===== config.mk =====
export PLATFORM = sky130hd
export DESIGN_NAME = frame_sequencer
export DESIGN_NICKNAME = d
export VERILOG_FILES = /design/src/rtl/frame_sequencer.sv
export SDC_FILE = /design/constraint.sdc
export NUM_CORES = 1
export LEC_CHECK = 0
export CAP_MARGIN = 5
export CELL_PAD_IN_SITES_DETAIL_PLACEMENT = 0
export CELL_PAD_IN_SITES_GLOBAL_PLACEMENT = 1
export CORE_UTILIZATION = 47
export DETAILED_ROUTE_END_ITERATION = 8
export PLACE_DENSITY = 0.92
export SYNTH_ARGS = -nofsm -noshare
export SYNTH_HDL_FRONTEND = slang
export SYNTH_SLANG_ARGS = --single-unit

===== constraint.sdc =====
create_clock -name CLK -period 3 [get_ports CLK]
set_input_delay 0.3 -clock CLK [delete_from_list [all_inputs] [get_ports CLK]]
set_output_delay 0.3 -clock CLK [all_outputs]
set_load 0.02 [all_outputs]

===== src/rtl/frame_sequencer.sv =====
// frame_sequencer: arms a single camera-frame capture into the frame buffer,
// runs the image processor over whole VGA frames until both results are ready,
// then hands the result to the serial reporter. All outputs are registered.
module frame_sequencer #(
    parameter int SKIP_FRAMES     = 1,
    parameter int MAX_PROC_FRAMES = 4,
    parameter int CAM_TIMEOUT     = 2000000,
    parameter int CNT_W           = 22
) (
    input  logic       CLK,
    input  logic       RESET,
    input  logic       START,
    input  logic       CONTINUOUS,
    input  logic       CAM_VSYNC,
    input  logic       VGA_VSYNC_NEG,
    input  logic       COLOR_DONE,
    input  logic       SHAPE_DONE,
    input  logic       SER_BUSY,
    output logic       W_GATE,
    output logic       PROC_EN,
    output logic       PROC_CLEAR,
    output logic       SER_START,
    output logic [2:0] STATE,
    output logic [7:0] FRAME_COUNT,
    output logic [1:0] ERR,
    output logic       BUSY
);

    typedef enum logic [2:0] {
        S_IDLE        = 3'd0,
        S_SYNC        = 3'd1,
        S_CAPTURE     = 3'd2,
        S_WAIT_VGA    = 3'd3,
        S_PROCESS     = 3'd4,
        S_REPORT_REQ  = 3'd5,
        S_REPORT_WAIT = 3'd6,
        S_ILLEGAL     = 3'd7
    } state_t;

    localparam logic [CNT_W-1:0] CAM_LAST = CNT_W'(CAM_TIMEOUT - 1);
    localparam logic [CNT_W-1:0] CNT_ONE  = CNT_W'(1);
    localparam logic [7:0]       SKIP_LD  = 8'(SKIP_FRAMES);
    localparam logic [7:0]       FRM_MAX  = 8'(MAX_PROC_FRAMES);

    state_t           state_q, state_d;
    logic [7:0]       skip_q, skip_d;
    logic [CNT_W-1:0] cnt_q, cnt_d;
    logic [7:0]       frm_q, frm_d;
    logic [7:0]       fcount_q, fcount_d;
    logic [1:0]       err_q, err_d;
    logic             color_q, color_d, shape_q, shape_d, seen_q, seen_d;
    logic             proc_clear_q, proc_clear_d, ser_start_q, ser_start_d;
    logic             w_gate_q, proc_en_q, busy_q;
    logic             cam_prev_q, vga_prev_q, cam_sof_q, cam_eof_q, vga_sof_q;
    logic             cam_edge, cam_tmo, rpt_done;

    // Sync-edge detection; pulses are registered so an edge acts one cycle after the input moves
    always_ff @(posedge CLK) begin
        if (RESET) begin
            cam_prev_q <= 1'b0;
            vga_prev_q <= 1'b1;
            cam_sof_q  <= 1'b0;
            cam_eof_q  <= 1'b0;
            vga_sof_q  <= 1'b0;
        end else begin
            cam_prev_q <= CAM_VSYNC;
            vga_prev_q <= VGA_VSYNC_NEG;
            cam_sof_q  <= cam_prev_q & ~CAM_VSYNC;
            cam_eof_q  <= ~cam_prev_q & CAM_VSYNC;
            vga_sof_q  <= vga_prev_q & ~VGA_VSYNC_NEG;
        end
    end

    assign cam_edge = cam_sof_q | cam_eof_q;
    assign cam_tmo  = (cnt_q == CAM_LAST);

    // Next-state and datapath updates for the capture/process/report sequence
    always_comb begin
        state_d      = state_q;
        skip_d       = skip_q;
        cnt_d        = cnt_q;
        frm_d        = frm_q;
        fcount_d     = fcount_q;
        err_d        = err_q;
        color_d      = color_q;
        shape_d      = shape_q;
        seen_d       = seen_q;
        proc_clear_d = 1'b0;
        ser_start_d  = 1'b0;
        rpt_done     = 1'b0;
        case (state_q)
            S_IDLE: begin
                if (START) begin
                    state_d = S_SYNC;
                    skip_d  = SKIP_LD;
                    cnt_d   = '0;
                end
            end
            S_SYNC: begin
                cnt_d = cam_edge ? '0 : cnt_q + CNT_ONE;
                if (cam_sof_q && skip_q == 8'd0) begin
                    state_d = S_CAPTURE;
                    cnt_d   = '0;
                end else if (cam_sof_q) begin
                    skip_d = skip_q - 8'd1;
                end else if (!cam_edge && cam_tmo) begin
                    err_d[0] = 1'b1;
                    state_d  = S_IDLE;
                end
            end
            S_CAPTURE: begin
                cnt_d = cam_edge ? '0 : cnt_q + CNT_ONE;
                if (cam_eof_q) begin
                    state_d = S_WAIT_VGA;
                end else if (!cam_edge && cam_tmo) begin
                    err_d[0] = 1'b1;
                    state_d  = S_IDLE;
                end
            end
            S_WAIT_VGA: begin
                if (vga_sof_q) begin
                    state_d      = S_PROCESS;
                    proc_clear_d = 1'b1;
                    frm_d        = 8'd0;
                    // a done pulse coincident with entry must not be lost
                    color_d      = COLOR_DONE;
                    shape_d      = SHAPE_DONE;
                end
            end
            S_PROCESS: begin
                color_d = color_q | COLOR_DONE;
                shape_d = shape_q | SHAPE_DONE;
                // completion is checked first so it beats a coincident frame timeout
                if (color_q && shape_q) begin
                    state_d = S_REPORT_REQ;
                end else if (vga_sof_q) begin
                    frm_d = frm_q + 8'd1;
                    if (frm_q + 8'd1 == FRM_MAX) begin
                        err_d[1] = 1'b1;
                        state_d  = S_REPORT_REQ;
                    end
                end
            end
            S_REPORT_REQ: begin
                if (!SER_BUSY) begin
                    ser_start_d = 1'b1;
                    state_d     = S_REPORT_WAIT;
                    seen_d      = 1'b0;
                    cnt_d       = '0;
                end
            end
            S_REPORT_WAIT: begin
                cnt_d = cnt_q + CNT_ONE;
                if (!seen_q) begin
                    if (SER_BUSY) seen_d = 1'b1;
                    else if (cam_tmo) rpt_done = 1'b1;   // link never answered
                end else if (!SER_BUSY) begin
                    rpt_done = 1'b1;
                end
                if (rpt_done) begin
                    fcount_d = fcount_q + 8'd1;
                    if (CONTINUOUS) begin
                        state_d = S_SYNC;
                        skip_d  = SKIP_LD;
                        cnt_d   = '0;
                    end else begin
                        state_d = S_IDLE;
                    end
                end
            end
            default: state_d = S_IDLE;
        endcase
    end

    // State and output registers; gate/enable/busy are decoded from the next state
    always_ff @(posedge CLK) begin
        if (RESET) begin
            state_q      <= S_IDLE;
            skip_q       <= 8'd0;
            cnt_q        <= '0;
            frm_q        <= 8'd0;
            fcount_q     <= 8'd0;
            err_q        <= 2'b00;
            color_q      <= 1'b0;
            shape_q      <= 1'b0;
            seen_q       <= 1'b0;
            proc_clear_q <= 1'b0;
            ser_start_q  <= 1'b0;
            w_gate_q     <= 1'b0;
            proc_en_q    <= 1'b0;
            busy_q       <= 1'b0;
        end else begin
            state_q      <= state_d;
            skip_q       <= skip_d;
            cnt_q        <= cnt_d;
            frm_q        <= frm_d;
            fcount_q     <= fcount_d;
            err_q        <= err_d;
            color_q      <= color_d;
            shape_q      <= shape_d;
            seen_q       <= seen_d;
            proc_clear_q <= proc_clear_d;
            ser_start_q  <= ser_start_d;
            w_gate_q     <= (state_d == S_CAPTURE);
            proc_en_q    <= (state_d == S_PROCESS);
            busy_q       <= (state_d != S_IDLE);
        end
    end

    assign W_GATE      = w_gate_q;
    assign PROC_EN     = proc_en_q;
    assign PROC_CLEAR  = proc_clear_q;
    assign SER_START   = ser_start_q;
    assign STATE       = state_q;
    assign FRAME_COUNT = fcount_q;
    assign ERR         = err_q;
    assign BUSY        = busy_q;

endmodule


==> results.tsv, run 1 <==
metric	value	unit
syn_inst	373	
critPathRequiredTime	3230	ps
first_iter_violations	204	
p_int	1.40	mW
cts_made_buffers	9	
area_growth	17.5	%
tns	0	ps
drt_wl_total	6700	µm
hold_slack	408	ps
maxCapViolCount	0	
drive_gt1_share	9.36	%
drcViolationCount	0	
netSwitchingFraction	24.6	%
clkPwrFrac	44.1	%
antennaDiodeCount	0	
nets	414	
grt_pass1_vias	2447	
leakage	1.33	nW
ys_async_sr_fraction	0	%
placementRows	29	
grt-ovfl-total	0	
worst_setup_path_start_kind	flip-flop	
cts_tree	done	
syn_area_per_cell	8.35	µm²
cts_sinks	64	
min_path_cells	1	
netlist.area_leader.share	41.1	%
crit_type	flip-flop to flip-flop	
syn_area	0.00312	mm²
worstMarginPinSlew	587	ps
crit_start	STATE[2]	
synth_fp_nets	386	
antenna_found_initial	0	
final-hold-violation-count	0	
clk_pin_slew_worst_paths	80	ps
worst_setup_path_end_kind	flip-flop	
cts_hold_buf	0	
via_per_inst	5.46	
hp-class	flip-flop to flip-flop	
final_antenna_net_count	0	
drt_first_pass_iters	4	
pwr-share-seq	47.7	%
num_vias	2638	
grt_pass1_wl	11600	µm
initial_core_util	48.8	%
postCtsSetupRepairBufs	0	
reg2reg_slack	760	ps
p_switching	0.456	mW
synthTopCellsByCount	66 x nor2_1, 64 x dfxtp_1, 25 x a21oi_1, 25 x nand2_1, 20 x nand3_1	
post-route-period-util	74.6	%
status	complete, no violations	
ys_types	54	
rsz0062_at_grt	false	
ir_drop	0.475	mV
dieArea	0.00696	mm²
worstPathArrival	2470	ps
synth-seq-area-share	41.1	%
root_buffer	clkbuf_8	
power_density	508	mW/mm²
r2r_start	STATE[2]	
io_pins	27	
port_buffers	26	
skew	11.2	ps
max_freq	447	MHz
rr_endpoint	frm_q[6]	
cts_max_path_buffers	2	
clock_latency	350	ps
dp_hpwl	4700	µm
ys_top_cells_by_area	dfxtp_1 41%, nor2_1 8.0%, xor2_1 5.3%, a21oi_1 4.0%, nand3_1 3.2%	
yosys.area.top_type	dfxtp_1	
grt_max_degree	23	
pwr-share-comb	8.2	%
nFillCells	596	
worstSetupEndpoint	frm_q[6]	
die_w	83.4	µm
drv_slew	0	
regArea	0.00128	mm²
core_area	0.00639	mm²
die_y	83.4	µm
setup_viol	0	
gp_congestion	0.819	
synth-main-ff-cell	dfxtp_1	
yosysWarnings	0	
track_usage	20.7	%
multi_input_area	0.00175	mm²
drt-wirelength-per-cell	13.9	µm
min_period	2240	ps
worstPathMaxFanout	17	
slew_headroom	60.6	%
synth_edf_count	0	
cts_resized	0	
htree_levels	3	
reg2reg_depth	5	
synth-seq-cells	64	
synth_most_common_cell	nor2_1	
## power groups by stage
stage	combinational, mW	clock, mW	sequential (mW)
6_report	0.152	0.820	0.886
5_1_grt	0.167	0.882	0.888
4_1_cts	0.151	0.837	0.885
2_1_floorplan	0.111	0	0.902
3_3_place_gp	0.151	0	0.904
3_5_place_dp	0.150	0	0.905
## worst min path at each step
stage | startpoint | slack [ps] | end
after floorplan | CAM_VSYNC | 380 | cam_sof_q
after global placement | cam_prev_q | 390 | cam_eof_q
after detailed placement | vga_prev_q | 400 | vga_sof_q
after CTS | cam_prev_q | 410 | cam_eof_q
after global routing | cam_prev_q | 440 | cam_eof_q
final | cam_prev_q | 410 | cam_eof_q
## cell families after synthesis
family	share of synthesized area, %
and+or+nand+nor	32.4
AOI/OAI and AO/OA	13.4
xor gates and xnor gates	7.87
muxes	1.00
adders and majority gates	1.61
DFF	41.1
buffers and inverters	2.61
## stage by stage
| stage | total power, mW | instance area, µm² | cells | util, % | worst slack [ps] |
|---|---|---|---|---|---|
| finish | 1.86 | 3660 | 483 | 57.3 | 761 |
| global route | 1.94 | 3660 | 483 | 57.3 | 567 |
| CTS | 1.87 | 3660 | 483 | 57.3 | 737 |
| detailed placement | 1.06 | 3440 | 467 | 53.9 | 661 |
| global placement | 1.05 | 3440 | 467 | 53.9 | 655 |
| floorplan | 1.01 | 3120 | 373 | - | 1030 |
## final cells by class
| class | count | share of cell area, % |
|---|---|---|
| multi-input combinational | 290 | 47.9 |
| sequential | 64 | 35.0 |
| timing repair buffer | 29 | 7.73 |
| clock buffer | 9 | 3.38 |
| clock inverter | 7 | 2.63 |
| tap | 77 | 2.63 |
| inverter | 7 | 0.718 |
## metal layers
| layer | track usage [%] | share of wire, % |
|---|---|---|
| met1 | 28.3 | 50 |
| met5 | 0 | 0 |
| met2 | 31.1 | 45 |
| met4 | 6.93 | 1.1 |
| met3 | 6.16 | 4.5 |
## critical path, cell delays in order (launching register included)
cell and delay (ps):
dfxtp_1 650, nor3b_1 470, nand3_1 390, and2_1 340, o21ai_0 190, a21oi_1 80
## flip-flops by register name (all words and copies together) (netlist names)
register / cells
cam_prev_q: 1
PROC_EN: 1
seen_q: 1
SER_START: 1
cnt_q: 22
vga_sof_q: 1
cam_sof_q: 1
W_GATE: 1
shape_q: 1
FRAME_COUNT: 8
color_q: 1
cam_eof_q: 1
PROC_CLEAR: 1
STATE: 3
ERR: 2
vga_prev_q: 1
frm_q: 8
BUSY: 1
skip_q: 8
## layout by cell type, fill, tap and decap left out, types with 5 or more instances in the layout
cell / synthesis / final
nand2b_1: 5 / 5
nor3_1: 9 / 9
and3_1: 13 / 13
and2_1: 6 / 6
nand3_1: 20 / 20
dfxtp_1: 64 / 64
inv_1: 7 / 7
nor2_1: 66 / 66
clkdlybuf4s50_1: 0 / 26
xor2_1: 19 / 19
a21oi_1: 25 / 25
nor2b_1: 7 / 7
xnor2_1: 9 / 9
clkbuf_8: 0 / 9
nand2_1: 25 / 25
nand4_1: 12 / 12
o21ai_0: 13 / 13
Note: power is estimated with default switching activity, not from simulation.
==> run 2, diff against run 1 <==
CORE_UTILIZATION = 39   (was 47)
PLACE_DENSITY = 0.82   (was 0.92)
clock period = 2 ns   (was 3 ns; I/O delays follow)
==> results.tsv, run 2 (same netlist as run 1, synthesis figures left out) <==
metric	value	unit	change
status	complete, no violations		
final_antenna_net_count	0		unchanged
mostFrequentLayoutCells	66 x nor2_1, 58 x dfxtp_1, 49 x buf_4, 26 x clkdlybuf4s50_1		
leakage	1.58	nW	+19%
grt_pass1_vias	2698		+10%
die_y	91.4	µm	+9.5%
io_pins	27		unchanged
cts_sinks	64		unchanged
cts_made_buffers	9		unchanged
via_per_inst	5.09		-6.8%
nFillCells	728		+22%
port_buffers	26		unchanged
nets	461		+11%
placementRows	32		+10%
worstSetupEndpoint	PROC_EN		
cts_max_path_buffers	2		unchanged
drt-wirelength-per-cell	13.3	µm	-4.4%
worst_setup_path_start_kind	flip-flop		
ir_drop	0.578	mV	+22%
reg2reg_slack	110	ps	-650 ps
drcViolationCount	0		unchanged
first_iter_violations	180		-12%
setup_viol	0		unchanged
slew_headroom	70.7	%	+10 points
tns	0	ps	unchanged
dp.cells	536		+15%
hold_slack	415	ps	+6.93 ps
fin_area	0.00413	mm²	+13%
drive_gt1_share	21.9	%	+12 points
pwr-share-comb	10.5	%	+2.3 points
largest_reg_flops	22		unchanged
grt_pass1_wl	12100	µm	+3.9%
r2r_start	frm_q[0]		
drt_first_pass_iters	4		unchanged
htree_levels	3		unchanged
grt_max_degree	23		unchanged
worstPathMaxFanout	4		-13
p_switching	0.655	mW	+44%
min_path_cells	2		+1
worst_setup_path_end_kind	flip-flop		
rr_endpoint	PROC_EN		
detailedPlace.worstSlack	-83.9	ps	-744 ps
num_vias	2824		+7.1%
antenna_found_initial	0		unchanged
root_buffer	clkbuf_8		
drt_wl_total	7370	µm	+9.9%
final_common_cell	nor2_1		
p_int	2.18	mW	+56%
clk_pin_slew_worst_paths	70	ps	about the same
maxCapViolCount	0		unchanged
pwr-share-seq	46.7	%	-1.0 points
dieArea	0.00835	mm²	+20%
instances_no_fill	555		+15%
initial_core_util	40.3	%	-8.5 points
placed_cell_area	0.00380	mm²	+11%
area_growth	32.7	%	
max_freq	529	MHz	+18%
crit_start	frm_q[0]		
skew	11.7	ps	+0.468 ps
antennaDiodeCount	0		unchanged
drv_slew	0		unchanged
power_density	687	mW/mm²	+35%
post-route-period-util	94.6	%	+20 points
reg2reg_depth	7		+2
clock_latency	340	ps	about the same
worstMarginPinSlew	439	ps	-148 ps
hp-class	flip-flop to flip-flop		
clkPwrFrac	42.9	%	-1.2 points
crit_type	flip-flop to flip-flop		
utilization	53.5	%	-3.8 points
min_period	1890	ps	-347 ps
power	2.84	mW	+53%
track_usage	18.2	%	-2.5 points
gp_congestion	0.834		+1.8%
dp_hpwl	5200	µm	+11%
netSwitchingFraction	23.1	%	-1.5 points
grt-ovfl-total	0		unchanged
cts_tree	done		
final-hold-violation-count	0		unchanged
worstPathArrival	2130	ps	-340 ps
top_register	cnt_q		
die_w	91.4	µm	+9.5%
core_area	0.00773	mm²	+21%
critPathRequiredTime	2240	ps	-990 ps
setup_slack	108	ps	-653 ps
run 2: changes by cell type in the layout (fill, tap and decap cells not counted), moves of 2 or more:
cell	delta
dfxtp_1	-6
and3_1	-2
clkinvlp_4	-3
a31o_4	+2
ha_1	-3
and3_4	+2
ha_2	+2
dfxtp_2	+5
clkbuf_1	+3
buf_4	+46
run 2: layer usage:
layer	vias up	GRT usage, %	routed length [µm]	part of all wire [%]
met5	-	0	0	0
met2	32	30.4	3580	49
met3	9	4.27	159	2.2
met1	1312	22.0	3510	48
met4	0	8.20	111	1.5
li1	1471	-	-	-
run 2: repair_timing:
item | CTS | global route
gates cloned | 0 | 1
endpoints found under the setup margin | 26 | 38
pin swaps | 0 | 12
setup buffers | 0 | 2
hold buffers | 0 | 0
gates resized for setup | 6 | 17
run 2: worst min path at each step:
stage,start,to,slack (ps)
finish,vga_prev_q,vga_sof_q,410
CTS,vga_prev_q,vga_sof_q,410
global route,vga_prev_q,vga_sof_q,420
global placement,cam_prev_q,cam_eof_q,390
detailed placement,vga_prev_q,vga_sof_q,400
floorplan,CAM_VSYNC,cam_sof_q,280
run 2: power groups by stage:
stage                     Sequential [mW]  Combinational, mW  Clock (mW)
after global placement               1.35              0.273           0
final                                1.32              0.297        1.22
after floorplan                      1.35              0.167           0
after detailed placement             1.35              0.274           0
after CTS                            1.32              0.281        1.24
after global routing                 1.33              0.323        1.30
run 2: area by class of cell:
cell class	instances	area (µm²)	area share (%)
repair buffers	75	628	15.2
inverters	7	26.3	0.636
clock buffers	13	149	3.60
clock inverters	3	65.1	1.57
multi-input cells	291	1850	44.7
well taps	102	128	3.09
flip-flops and latches	64	1290	31.2
run 2: worst max-delay path: stages, from the launching register on:
cell	delay (ps)
dfxtp_1	310
ha_2	190
and3_4	180
a31o_2	210
a2111oi_4	370
and3_4	260
nor4_4	50
and3_2	200
